[src/rtl/audio_pkg.sv]
// Shared types and helpers for the PWM audio frame scheduler.
// FSM states, divider/width helpers and the midscale mute word.
package audio_pkg;

  typedef enum logic [1:0] {
    ST_IDLE      = 2'd0,
    ST_SHIFT     = 2'd1,
    ST_WAIT_DONE = 2'd2
  } sched_state_t;

  function automatic int calc_divider(input int sys_hz,
                                      input int samp_hz);
    return sys_hz / samp_hz;
  endfunction

  function automatic int cnt_width(input int n);
    return (n <= 2) ? 1 : $clog2(n);
  endfunction

  function automatic logic [31:0] mute_word(input int w);
    return 32'd1 << (w - 1);
  endfunction

endpackage

[src/rtl/audio_frame_scheduler_sample_fifo.sv]
// sample_fifo: synchronous FIFO, power-of-two depth, show-ahead read.
// Ports: clock_i, reset_n_i, push, wdata, pop, rdata, full, empty.
module sample_fifo
  import audio_pkg::*;
#(
  parameter int WIDTH = 16,
  parameter int DEPTH = 4
) (
  input  logic             clock_i,
  input  logic             reset_n_i,
  input  logic             push,
  input  logic [WIDTH-1:0] wdata,
  input  logic             pop,
  output logic [WIDTH-1:0] rdata,
  output logic             full,
  output logic             empty
);

  localparam int AW = cnt_width(DEPTH);

  logic [WIDTH-1:0] mem [DEPTH];
  logic [AW-1:0]    wr_ptr;
  logic [AW-1:0]    rd_ptr;
  logic [AW:0]      count;

  logic do_push;
  logic do_pop;

  assign full    = (count == (AW+1)'(DEPTH));
  assign empty   = (count == '0);
  assign do_push = push && !full;
  assign do_pop  = pop && !empty;
  assign rdata   = mem[rd_ptr];

  always_ff @(posedge clock_i) begin
    if (do_push) begin
      mem[wr_ptr] <= wdata;
    end
  end

  always_ff @(posedge clock_i or negedge reset_n_i) begin
    if (!reset_n_i) begin
      wr_ptr <= '0;
      rd_ptr <= '0;
      count  <= '0;
    end else begin
      if (do_push) wr_ptr <= wr_ptr + 1'b1;
      if (do_pop)  rd_ptr <= rd_ptr + 1'b1;
      unique case ({do_push, do_pop})
        2'b10:   count <= count + 1'b1;
        2'b01:   count <= count - 1'b1;
        default: count <= count;
      endcase
    end
  end

endmodule

[src/rtl/audio_frame_scheduler.sv]
// Buffers samples and frames them onto the PWM serializer each sample tick.
// Ports: clock_i/reset_n_i, enable_i, sample_* handshake, ser_* serializer
// side, busy/underrun/overrun/error status. Option macro:
// AUDIO_SCHED_MUTE_ON_UNDERRUN_EN sends midscale on underrun and at reset.
module audio_frame_scheduler
  import audio_pkg::*;
#(
  parameter int WORD_LENGTH        = 16,
  parameter int SYSTEM_FREQUENCY   = 100000000,
  parameter int SAMPLING_FREQUENCY = 1000000,
  parameter int FIFO_DEPTH         = 4
) (
  input  logic                   clock_i,
  input  logic                   reset_n_i,
  input  logic                   enable_i,
  input  logic [WORD_LENGTH-1:0] sample_i,
  input  logic                   sample_valid_i,
  output logic                   sample_ready_o,
  output logic [WORD_LENGTH-1:0] ser_data_o,
  output logic                   ser_enable_o,
  input  logic                   ser_done_i,
  output logic                   busy_o,
  output logic                   underrun_o,
  output logic                   overrun_o,
  output logic                   error_o
);

  localparam int DIVIDER = calc_divider(SYSTEM_FREQUENCY,
                                        SAMPLING_FREQUENCY);
  localparam int CW = cnt_width(DIVIDER);
  localparam int BW = cnt_width(WORD_LENGTH);

`ifdef AUDIO_SCHED_MUTE_ON_UNDERRUN_EN
  localparam logic [31:0] MUTE32 = mute_word(WORD_LENGTH);
  localparam logic [WORD_LENGTH-1:0] DATA_RST = MUTE32[WORD_LENGTH-1:0];
`else
  localparam logic [WORD_LENGTH-1:0] DATA_RST = '0;
`endif

  if (DIVIDER < WORD_LENGTH + 3) begin : g_bad_divider
    $error("audio_frame_scheduler: DIVIDER < WORD_LENGTH + 3");
  end

  sched_state_t     state;
  logic [CW-1:0]    tick_cnt;
  logic             tick;
  logic [BW-1:0]    bit_cnt;
  logic             wd_cnt;

  logic                   fifo_push;
  logic                   fifo_pop;
  logic [WORD_LENGTH-1:0] fifo_rdata;
  logic                   fifo_full;
  logic                   fifo_empty;

  assign tick           = enable_i && (tick_cnt == CW'(DIVIDER - 1));
  assign sample_ready_o = !fifo_full;
  assign fifo_push      = sample_valid_i && !fifo_full;
  assign fifo_pop       = (state == ST_IDLE) && tick && !fifo_empty;
  assign busy_o         = (state != ST_IDLE);

  sample_fifo #(
    .WIDTH (WORD_LENGTH),
    .DEPTH (FIFO_DEPTH)
  ) u_fifo (
    .clock_i   (clock_i),
    .reset_n_i (reset_n_i),
    .push      (fifo_push),
    .wdata     (sample_i),
    .pop       (fifo_pop),
    .rdata     (fifo_rdata),
    .full      (fifo_full),
    .empty     (fifo_empty)
  );

  always_ff @(posedge clock_i or negedge reset_n_i) begin
    if (!reset_n_i) begin
      tick_cnt <= '0;
    end else if (!enable_i || tick) begin
      tick_cnt <= '0;
    end else begin
      tick_cnt <= tick_cnt + 1'b1;
    end
  end

  always_ff @(posedge clock_i or negedge reset_n_i) begin
    if (!reset_n_i) begin
      state        <= ST_IDLE;
      bit_cnt      <= '0;
      wd_cnt       <= 1'b0;
      ser_data_o   <= DATA_RST;
      ser_enable_o <= 1'b0;
      underrun_o   <= 1'b0;
      overrun_o    <= 1'b0;
      error_o      <= 1'b0;
    end else begin
      underrun_o <= 1'b0;
      overrun_o  <= tick && (state != ST_IDLE);
      unique case (state)
        ST_IDLE: begin
          if (tick) begin
            if (!fifo_empty) begin
              ser_data_o <= fifo_rdata;
            end else begin
              underrun_o <= 1'b1;
`ifdef AUDIO_SCHED_MUTE_ON_UNDERRUN_EN
              ser_data_o <= DATA_RST;
`endif
            end
            ser_enable_o <= 1'b1;
            bit_cnt      <= BW'(WORD_LENGTH - 1);
            state        <= ST_SHIFT;
          end
        end
        ST_SHIFT: begin
          if (bit_cnt == '0) begin
            ser_enable_o <= 1'b0;
            wd_cnt       <= 1'b0;
            state        <= ST_WAIT_DONE;
          end else begin
            bit_cnt <= bit_cnt - 1'b1;
          end
        end
        ST_WAIT_DONE: begin
          // Done may arrive on the entry cycle or the one after.
          if (ser_done_i) begin
            state <= ST_IDLE;
          end else if (wd_cnt) begin
            error_o <= 1'b1;
            state   <= ST_IDLE;
          end else begin
            wd_cnt <= 1'b1;
          end
        end
        default: state <= ST_IDLE;
      endcase
    end
  end

endmodule
[config.mk]
export PLATFORM = sky130hd
export DESIGN_NAME = audio_frame_scheduler
export DESIGN_NICKNAME = d
export VERILOG_FILES = /design/src/rtl/audio_pkg.sv /design/src/rtl/audio_frame_scheduler_sample_fifo.sv /design/src/rtl/audio_frame_scheduler.sv
export SDC_FILE = /design/constraint.sdc
export NUM_CORES = 1
export LEC_CHECK = 0
export ABC_AREA = 1
export BUFFER_PORTS_ARGS = -buffer_cell sky130_fd_sc_hd__clkbuf_2
export CAP_MARGIN = 0
export CORE_MARGIN = 2
export CORE_UTILIZATION = 55
export CTS_BUF_LIST = sky130_fd_sc_hd__clkbuf_4 sky130_fd_sc_hd__clkbuf_8 sky130_fd_sc_hd__clkbuf_16
export DETAILED_ROUTE_END_ITERATION = 10
export MAX_ROUTING_LAYER = met4
export PLACE_DENSITY = 0.78
export SLEW_MARGIN = 20
export SYNTH_ARGS = -nofsm -noshare
export SYNTH_HDL_FRONTEND = slang
export SYNTH_HIERARCHICAL = 1
export SYNTH_SLANG_ARGS = --single-unit
[constraint.sdc]
create_clock -name clock_i -period 4.4 [get_ports clock_i]
set_clock_uncertainty 0.15 [all_clocks]
set_input_delay 0.66 -clock clock_i [delete_from_list [all_inputs] [get_ports clock_i]]
set_output_delay 0.66 -clock clock_i [all_outputs]
set_load 0.01 [all_outputs]
==> results of run 1 <==
[worst paths after layout]
path / start / slack, ns / to
worst min-delay path: reset_n_i / 0.25 / tick_cnt[3]
worst max-delay path: state[0] / 1.54 / u_fifo/count[2]
max in group asynchronous: reset_n_i / 3.30 / u_fifo/wr_ptr[1]
worst max register to register: state[0] / 1.54 / u_fifo/count[2]
worst min register to register: wd_cnt / 0.32 / state[1]
min in group clock_i: wd_cnt / 0.32 / state[1]
[layer usage]
| layer | up-vias | GRT usage, % |
|---|---|---|
| met5 | - | - |
| met4 | 0 | 6.786 |
| li1 | 1515 | - |
| met2 | 66 | 32.05 |
| met1 | 1443 | 26.00 |
| met3 | 10 | 5.850 |
[stage by stage]
step / utilization (%) / setup WS [ns]
after floorplan: - / 2.120
after global placement: 59.35 / 1.676
after detailed placement: 59.35 / 1.592
after CTS: 61.59 / 1.569
after global routing: 61.59 / 1.276
final: 61.59 / 1.544
[power groups by stage]
stage	combinational, W	sequential, W	clock (W)
6_report	0.000353	0.00125	0.000561
5_1_grt	0.000406	0.00126	0.000608
4_1_cts	0.000357	0.00125	0.000576
3_5_place_dp	0.000356	0.00127	0
3_3_place_gp	0.000343	0.00126	0
2_1_floorplan	0.000241	0.00126	0
[worst max-delay path: stages, from the launching register on]
cell and delay (ns):
sky130_fd_sc_hd__dfrtp_1 0.42, sky130_fd_sc_hd__nor2_2 0.67, sky130_fd_sc_hd__nand4_4 0.34, sky130_fd_sc_hd__inv_2 0.14, sky130_fd_sc_hd__nand2_1 0.08, sky130_fd_sc_hd__inv_1 0.06, sky130_fd_sc_hd__ha_1 0.16, sky130_fd_sc_hd__inv_1 0.07
sky130_fd_sc_hd__fa_1 0.38, sky130_fd_sc_hd__nand2_1 0.11, sky130_fd_sc_hd__nand3_1 0.08, sky130_fd_sc_hd__nand2_1 0.06, sky130_fd_sc_hd__nand2_1 0.04
[state kept, by name, summed over array words and instances, names as in the netlist]
name and count:
overrun_o 1, tick_cnt 7, u_fifo/wr_ptr 2, error_o 1, u_fifo/count 3, u_fifo/rd_ptr 2
bit_cnt 4, u_fifo/mem 64, state 2, underrun_o 1, ser_data_o 16, ser_enable_o 1
wd_cnt 1
[synth_stat cells, drive strengths merged, types with 3 or more instances]
cell type | n | area (µm²)
o211ai | 32 | 250.2
nand4 | 20 | 140.1
nand3 | 24 | 132.6
nand2 | 120 | 450.4
o21ai | 4 | 20.01
ha | 7 | 87.58
a21oi | 3 | 15.01
nor2 | 23 | 120.1
dfrtp | 41 | 1026
inv | 70 | 262.8
buf | 14 | 125.1
edfxtp | 64 | 1922
[logic make-up after synthesis]
| family | after synthesis | synth area share (%) |
|---|---|---|
| buf+inv | 86 | 8.568 |
| compound gates | 40 | 6.345 |
| flops | 105 | 63.88 |
| xor+xnor | 1 | 0.1898 |
| fa+ha+maj | 8 | 2.332 |
| simple gates | 190 | 18.68 |
[cell type report]
class / count / area [µm²]
fill: 661 / 3141
sequential: 105 / 2948
multi-input combinational: 239 / 1274
inverter: 71 / 266.5
timing repair buffer: 45 / 232.7
tap: 105 / 131.4
clock buffer: 9 / 123.9
clock inverter: 6 / 58.81
==> impl.org, run 1 <==
** Run status
- Status :: finished clean

** STA
- Counting I/O delays and the setup requirement, the final critical path takes 2.856 ns.
- The final critical path takes up 64.90% of the cycle.
- Setup violators final :: 0
- Worst slew slack as a fraction of its limit :: 35.38%
- Summed over all failing endpoints, the final setup total negative slack is 0 ns.
- Across all hold checks on the routed design, the worst slack comes to 0.2480 ns.
- Transition time at the pin with the least slew margin :: 0.9679 ns
- The final max-slew violation count was 0.
- Derived from the worst setup path, the maximum achievable clock frequency is 350.2 MHz.
- Final-report hold violation count :: 0
- Setup repair after global routing missed its margin :: no

** Place
- Number of instances in the placed design :: 565
- Gpl congestion :: 0.7860
- The count of buffers added on input and output ports is 42.
- Cell Area, Placed :: 0.004852 mm²
- HPWL Detailed :: 5.493 mm

** Floorplanning
- The floorplan step set the die height to 95.60 µm.
- I/O pin total :: 43
- The die covers 0.009138 mm².
- Initial core utilization :: 56.44%
- Chip Width :: 95.60 µm
- After floorplanning, the core was sized to cover 0.008175 mm².
- The floorplan has 33 rows.

** Min path
- The tightest min-delay check is of the in2async type.

** Routing
- First-iteration detailed-routing DRC count :: 152
- Via count :: 3034
- In the final routed layout, each cell accounts on average for 14.04 µm.
- Drt first pass iters :: 5
- Once detail routing completed, the nets flagged for antenna violations numbered 0.
- Wire length on met1 :: 3.681 mm
- For this block, the routed nets add up to 8.143 mm of wire.
- The routed design uses 430 µm of met3 wire.
- Signal routing reaches up to met4.
- Summed over all nets, wire length on met2 after detailed routing comes to 3.928 mm.
- Final routed DRC violation total :: 0
- Via count normalized by instance count :: 5.231

** Clock network
- Depth of the CTS H-tree :: 3
- TritonCTS built the clock tree.
- Clock buffers created by TritonCTS :: 9
- In this run, post-CTS hold repair placed 0 buffers.
- Clock Pin Slew Worst Setup and Hold Paths :: 0.10 ns
- CTS placed an instance of sky130_fd_sc_hd__clkbuf_8 at the clock tree root.
- Buffers added to address setup during post-CTS repair amount to 0.
- The clock reaches the later pin of the worst-skew pair after 0.38 ns.
- Number of clock sinks seen by CTS :: 105
- No sink is reached through more buffers than the 2 on the longest clock path.
- Resized Gates After CTS :: 0

** Setup path
- Data arrival, critical path :: 2.98 ns
- Setup crit end kind :: flip-flop
- The worst setup path is of the reg2reg kind.
- Startpoint kind of the worst setup timing path :: flip-flop
- Worst path required time :: 4.52 ns
- Of all nets on the critical path, the largest fanout is 21.
- Number of cells on the worst reg-to-reg path :: 12

** Synth
- Number of nets produced by synthesis :: 459
- Number of synthesized flops with an enable pin :: 64
- Yosys warning count :: 6
- Mapped Cells :: 430
- Synthesis inferred 105 register bits.
- Post-synth design cell area :: 0.004614 mm²
- Sequential-to-total area share from yosys stat :: 63.88%
- In the synthesized netlist the dominant register cell turns out to be sky130_fd_sc_hd__edfxtp_1.
- Counting flops with an async set or reset pin after synthesis yields a share of 39.05%.
- Synth Area per Inst :: 10.73 µm²
- Count of cell types in the netlist :: 30

** Power
- The share of total power dissipated in sequential elements is 57.7%.
- Net switching is 29.62% of the power.
- In this run the power density over the cells is 429.7 mW/mm².
- Switching pwr :: 0.0006408 W
- In this run the static leakage power is 2.392 nW.
- Summing internal, switching and leakage power gives 0.002164 W.
- Share of total power in the clock network :: 25.9%
- Worst IR Drop VDD :: 0.3128 mV
- Design internal power :: 0.001523 W
- Share of power burned in combinational logic :: 16.3%

** Global route
- Entering global routing, the biggest net connects 66 pins.
- Global routing used 20.51% of the available tracks.
- Antenna violations before repair :: 0
- The first global-routing pass estimated 13.51 mm of wire.
- Number of global-route vias before repair :: 2885
- GR Overflow Total :: 0

** Final layout
- The number of antenna diodes in the final layout is 0.
- Most common cell after layout, fill and taps aside :: sky130_fd_sc_hd__nand2_1
- From synthesis to final layout, the design area changed by 9.111%.
- Of the cells placed in the final design, the portion with a size suffix greater than 1 is 15.79%.
- Layout Nets :: 500
- Final instance count without filler cells :: 580
- Summing all non-filler instances in the final layout gives an area of 0.005035 mm².
- In the layout the commonest cells are 120 x sky130_fd_sc_hd__nand2_1, 64 x sky130_fd_sc_hd__inv_1, 64 x sky130_fd_sc_hd__edfxtp_1, 41 x sky130_fd_sc_hd__dfrtp_1, 41 x sky130_fd_sc_hd__clkbuf_2.

** Job
- Number of maximum-capacitance constraint violations :: 0
No activity file was read; power rests on OpenSTA's default activity.
==> inputs of run 2 (changes only) <==
CORE_UTILIZATION = 53   (was 55)
clock period = 2.4 ns   (was 4.4 ns; I/O delays follow)
==> run 2 against run 1 <==
Compared with the run above: sequential share of layout area shrank 1.5 points; cell area grew 2.7%; die area is 3.6% higher; final cell count grew 2.2%; register-to-register slack lost 1.4 ns; maximum frequency is 28% higher; utilization down 1.4 points; clock power is 100% higher; combinational power up 97%; critical path type unchanged; highest routed layer unchanged.
==> impl.org, run 2 (synthesized netlist as in run 1, its figures left out) <==
** Run status
- Status :: finished clean (unchanged)

** Clock network
- The clock-pin slew on the worst setup and hold paths is 0.10 ns (about the same).
- Clock insertion delay at the later pin of the skew report :: 0.38 ns (about the same)
- The count of clock tree sinks was 105 (unchanged).
- CTS Root Buffer Type :: sky130_fd_sc_hd__clkbuf_8 (unchanged)
- The total number of H-tree levels was 3 (unchanged).
- The number of buffers created by CTS came to 9 (unchanged).
- The clock tree from TritonCTS was built (unchanged).
- The maximum count of clock buffers along a single path is 2 (unchanged).

** Floorplanning
- Chip Width :: 97.31 µm (was 95.60 µm)
- The I/O pin total is 43 (unchanged).
- Initial core utilization :: 53.70% (was 56.44%)
- Die height :: 97.31 µm (was 95.60 µm)
- The die area came to 0.009469 mm² (was 0.009138 mm²).
- Core area :: 0.008593 mm² (was 0.008175 mm²)
- Number of rows in the core area :: 34 (was 33)

** Routing
- The final routed DRC violation total came to 0 (unchanged).
- The via count of the routed design is 3030 (was 3034).
- The via density per instance came to 5.110 (was 5.231).
- Remaining antenna violation count :: 0 (unchanged)
- DR WL/cell :: 14.01 µm (was 14.04 µm)
- The initial detailed-routing violation count is 197 (was 152).
- Final Routed Wirelength :: 8.309 mm (was 8.143 mm)
- The iteration count of the initial detailed-routing pass is 4 (was 5).

** Setup path
- The most used cell along the critical path is sky130_fd_sc_hd__nand2_1 (unchanged).
- Ordered list of cells on the worst path: nor2_1 > nand2_1 > nor2_4 > nand4_4 > inv_2 > nand2_1 > inv_1 > ha_1 > inv_1 > fa_1 > nand2_1 > nand3_1 > nand2_1 > nand2_1 (was nor2_2 > nand4_4 > inv_2 > nand2_1 > inv_1 > ha_1 > inv_1 > fa_1 > nand2_1 > nand3_1 > nand2_1 > nand2_1).
- The type of element launching the critical path was a flip-flop (unchanged).
- Top fanout value on the critical path :: 6 (was 21)
- Setup crit end kind :: flip-flop (unchanged)
- The slowest library cell on the worst path is sky130_fd_sc_hd__dfrtp_1 (was sky130_fd_sc_hd__nor2_2).
- The cell class contributing the biggest share of worst-path delay is simple AND/OR/NAND/NOR gates (unchanged).
- The path type of the worst setup path is reg2reg (unchanged).
- The largest stage delay on the critical path was 0.47 ns (was 0.67 ns).
- Number of buffer and inverter stages on the critical path :: 3 (unchanged)
- Worst path required time :: 2.52 ns (was 4.52 ns)
- The data arrival time of the critical path is 2.35 ns (was 2.98 ns).

** Final layout
- The number of nets in the layout was 509 (was 500).
- Number of antenna diodes :: 0 (unchanged)
- Commonest non-fill, non-tap cells in the layout: 119 x sky130_fd_sc_hd__nand2_1, 64 x sky130_fd_sc_hd__inv_1, 64 x sky130_fd_sc_hd__edfxtp_1, 42 x sky130_fd_sc_hd__clkbuf_2, 41 x sky130_fd_sc_hd__dfrtp_1 (was 120 x sky130_fd_sc_hd__nand2_1, 64 x sky130_fd_sc_hd__inv_1, 64 x sky130_fd_sc_hd__edfxtp_1, 41 x sky130_fd_sc_hd__dfrtp_1, 41 x sky130_fd_sc_hd__clkbuf_2).
- The top register by number of flip-flops was u_fifo/mem (unchanged).
- The core utilization of the finished layout came to 60.18% (was 61.59%).
- Number of flip-flops in the largest register :: 64 (unchanged)
- Biggest registers after layout :: u_fifo/mem: 64 flops, ser_data_o: 16 flops, tick_cnt: 7 flops (unchanged)
- The filler cell count in the final layout was 696 (was 661).
- Fraction of final layout cells sized beyond drive strength 1 :: 17.94% (was 15.79%)
- Most common cell after layout, fill and taps aside :: sky130_fd_sc_hd__nand2_1 (unchanged)
- Signed area change from the synthesized netlist to the final layout :: 12.07% (was 9.111%)

** STA
- The time the final worst path needs with I/O delays and setup was 2.230 ns (was 2.856 ns).
- The worst slew slack as a fraction of its limit came to 66.59% (was 35.38%).
- The final max-slew violation count came to 0 (unchanged).
- The slew at the pin closest to its max-slew limit came to 0.5011 ns (was 0.9679 ns).
- The final hold violation count came to 0 (unchanged).
- Setup violators final :: 0 (unchanged)
- Final worst path period share :: 92.91% (was 64.90%)
- Peak clock frequency supported by timing :: 448.5 MHz (was 350.2 MHz)
- Setup Total Neg Slack :: 0 ns (unchanged)
- Setup repair after global routing missed its margin: no (unchanged).

** Place
- The placed wire-length estimate after detailed placement came to 5.641 mm (was 5.493 mm).
- The final estimated routing congestion in global placement was 0.8287 (was 0.7860).
- The quantity of I/O buffers inserted on ports came to 42 (unchanged).

** Min path
- The kind of path behind the tightest hold check is in2reg (was in2async).

** Power
- The largest voltage drop on the vdd net was 0.3746 mV (was 0.3128 mV).
- The power density over the cells is 797.6 mW/mm² (was 429.7 mW/mm²).
- The total leakage power came to 2.460 nW (was 2.392 nW).

** Global route
- The largest net degree at the start of global routing was 42 (was 66).
- The number of global-route vias before repair was 2881 (was 2885).
- GR Util All Layers :: 19.17% (was 20.51%)
- The wire length of the first global-routing pass was 13.89 mm (was 13.51 mm).
- Antenna violations before repair :: 0 (unchanged)
- GR Overflow Total :: 0 (unchanged)

** Job
- The max-cap check violation count is 0 (unchanged).
[run 2: final cells by class]
cell class	instances	area, µm²	area share (%)
Timing Repair Buffer	54	315.3	6.097
Inverter	71	266.5	5.154
Tap cell	108	135.1	2.613
Sequential cell	105	2948	57.00
Clock buffer	10	131.4	2.541
Clock inverter	6	78.83	1.524
Multi-Input combinational cell	239	1296	25.07
[run 2: per-stage QoR]
stage | hold WS [ns] | total power (W) | setup WS [ns] | cell area (µm²) | cells
final | 0.04480 | 0.004124 | 0.1701 | 5171 | 593
after global routing | 0.02676 | 0.004330 | 0.0008913 | 5171 | 593
after detailed placement | 0.2989 | 0.003012 | 0.1269 | 4918 | 575
after global placement | 0.2946 | 0.002964 | 0.2238 | 4918 | 575
after CTS | 0.02924 | 0.004150 | 0.1308 | 5139 | 592
after floorplan | -0.08559 | 0.002753 | 0.1199 | 4614 | 430
[run 2: layer usage]
layer	part of all wire [%]	up-vias	GRT usage, %	wire length (µm)
li1	-	1529	-	-
met1	44	1408	24.49	3635
met2	49	84	30.18	4052
met3	6.4	9	5.180	528
met4	1.1	0	6.303	93
met5	0	-	-	0
[run 2: path summary, 6_finish.rpt]
path	from	to	slack, ns	depth (start not counted)
setup / recovery	tick_cnt[2]	u_fifo/count[2]	0.17	14
hold / removal	sample_i[9]	u_fifo/mem[1][9]	0.04	1
setup reg to reg	tick_cnt[2]	u_fifo/count[2]	0.17	14
hold reg to reg	wd_cnt	state[1]	0.33	1
max in group asynchronous	reset_n_i	ser_data_o[2]	1.32	3
min in group asynchronous	reset_n_i	u_fifo/rd_ptr[0]	0.43	3
[run 2: worst register-to-register path, delay by kind of cell, from the launching register on]
family                   cells  cell delay (ns)
adder cells (fa/ha/maj)      2             0.54
buffers and inverters        3             0.21
flip-flops                   1             0.47
AND/OR/NAND/NOR              9             0.78
[run 2: power by group]
part	internal, W	leakage [nW]	total, W	switching (W)
Sequential	0.00221	1.13	0.00229	0.0000881
Combinational	0.000213	1.22	0.000694	0.000481
Clock	0.000520	0.109	0.00114	0.000617
Total	0.00294	2.46	0.00412	0.00119
[run 2: timing repair]
item                       4_1_cts  5_1_grt
resized for setup                0        5
hold buffers                     1        0
buffers inserted                 0        1
setup endpoints to repair        0        2
hold endpoints to repair        41        0
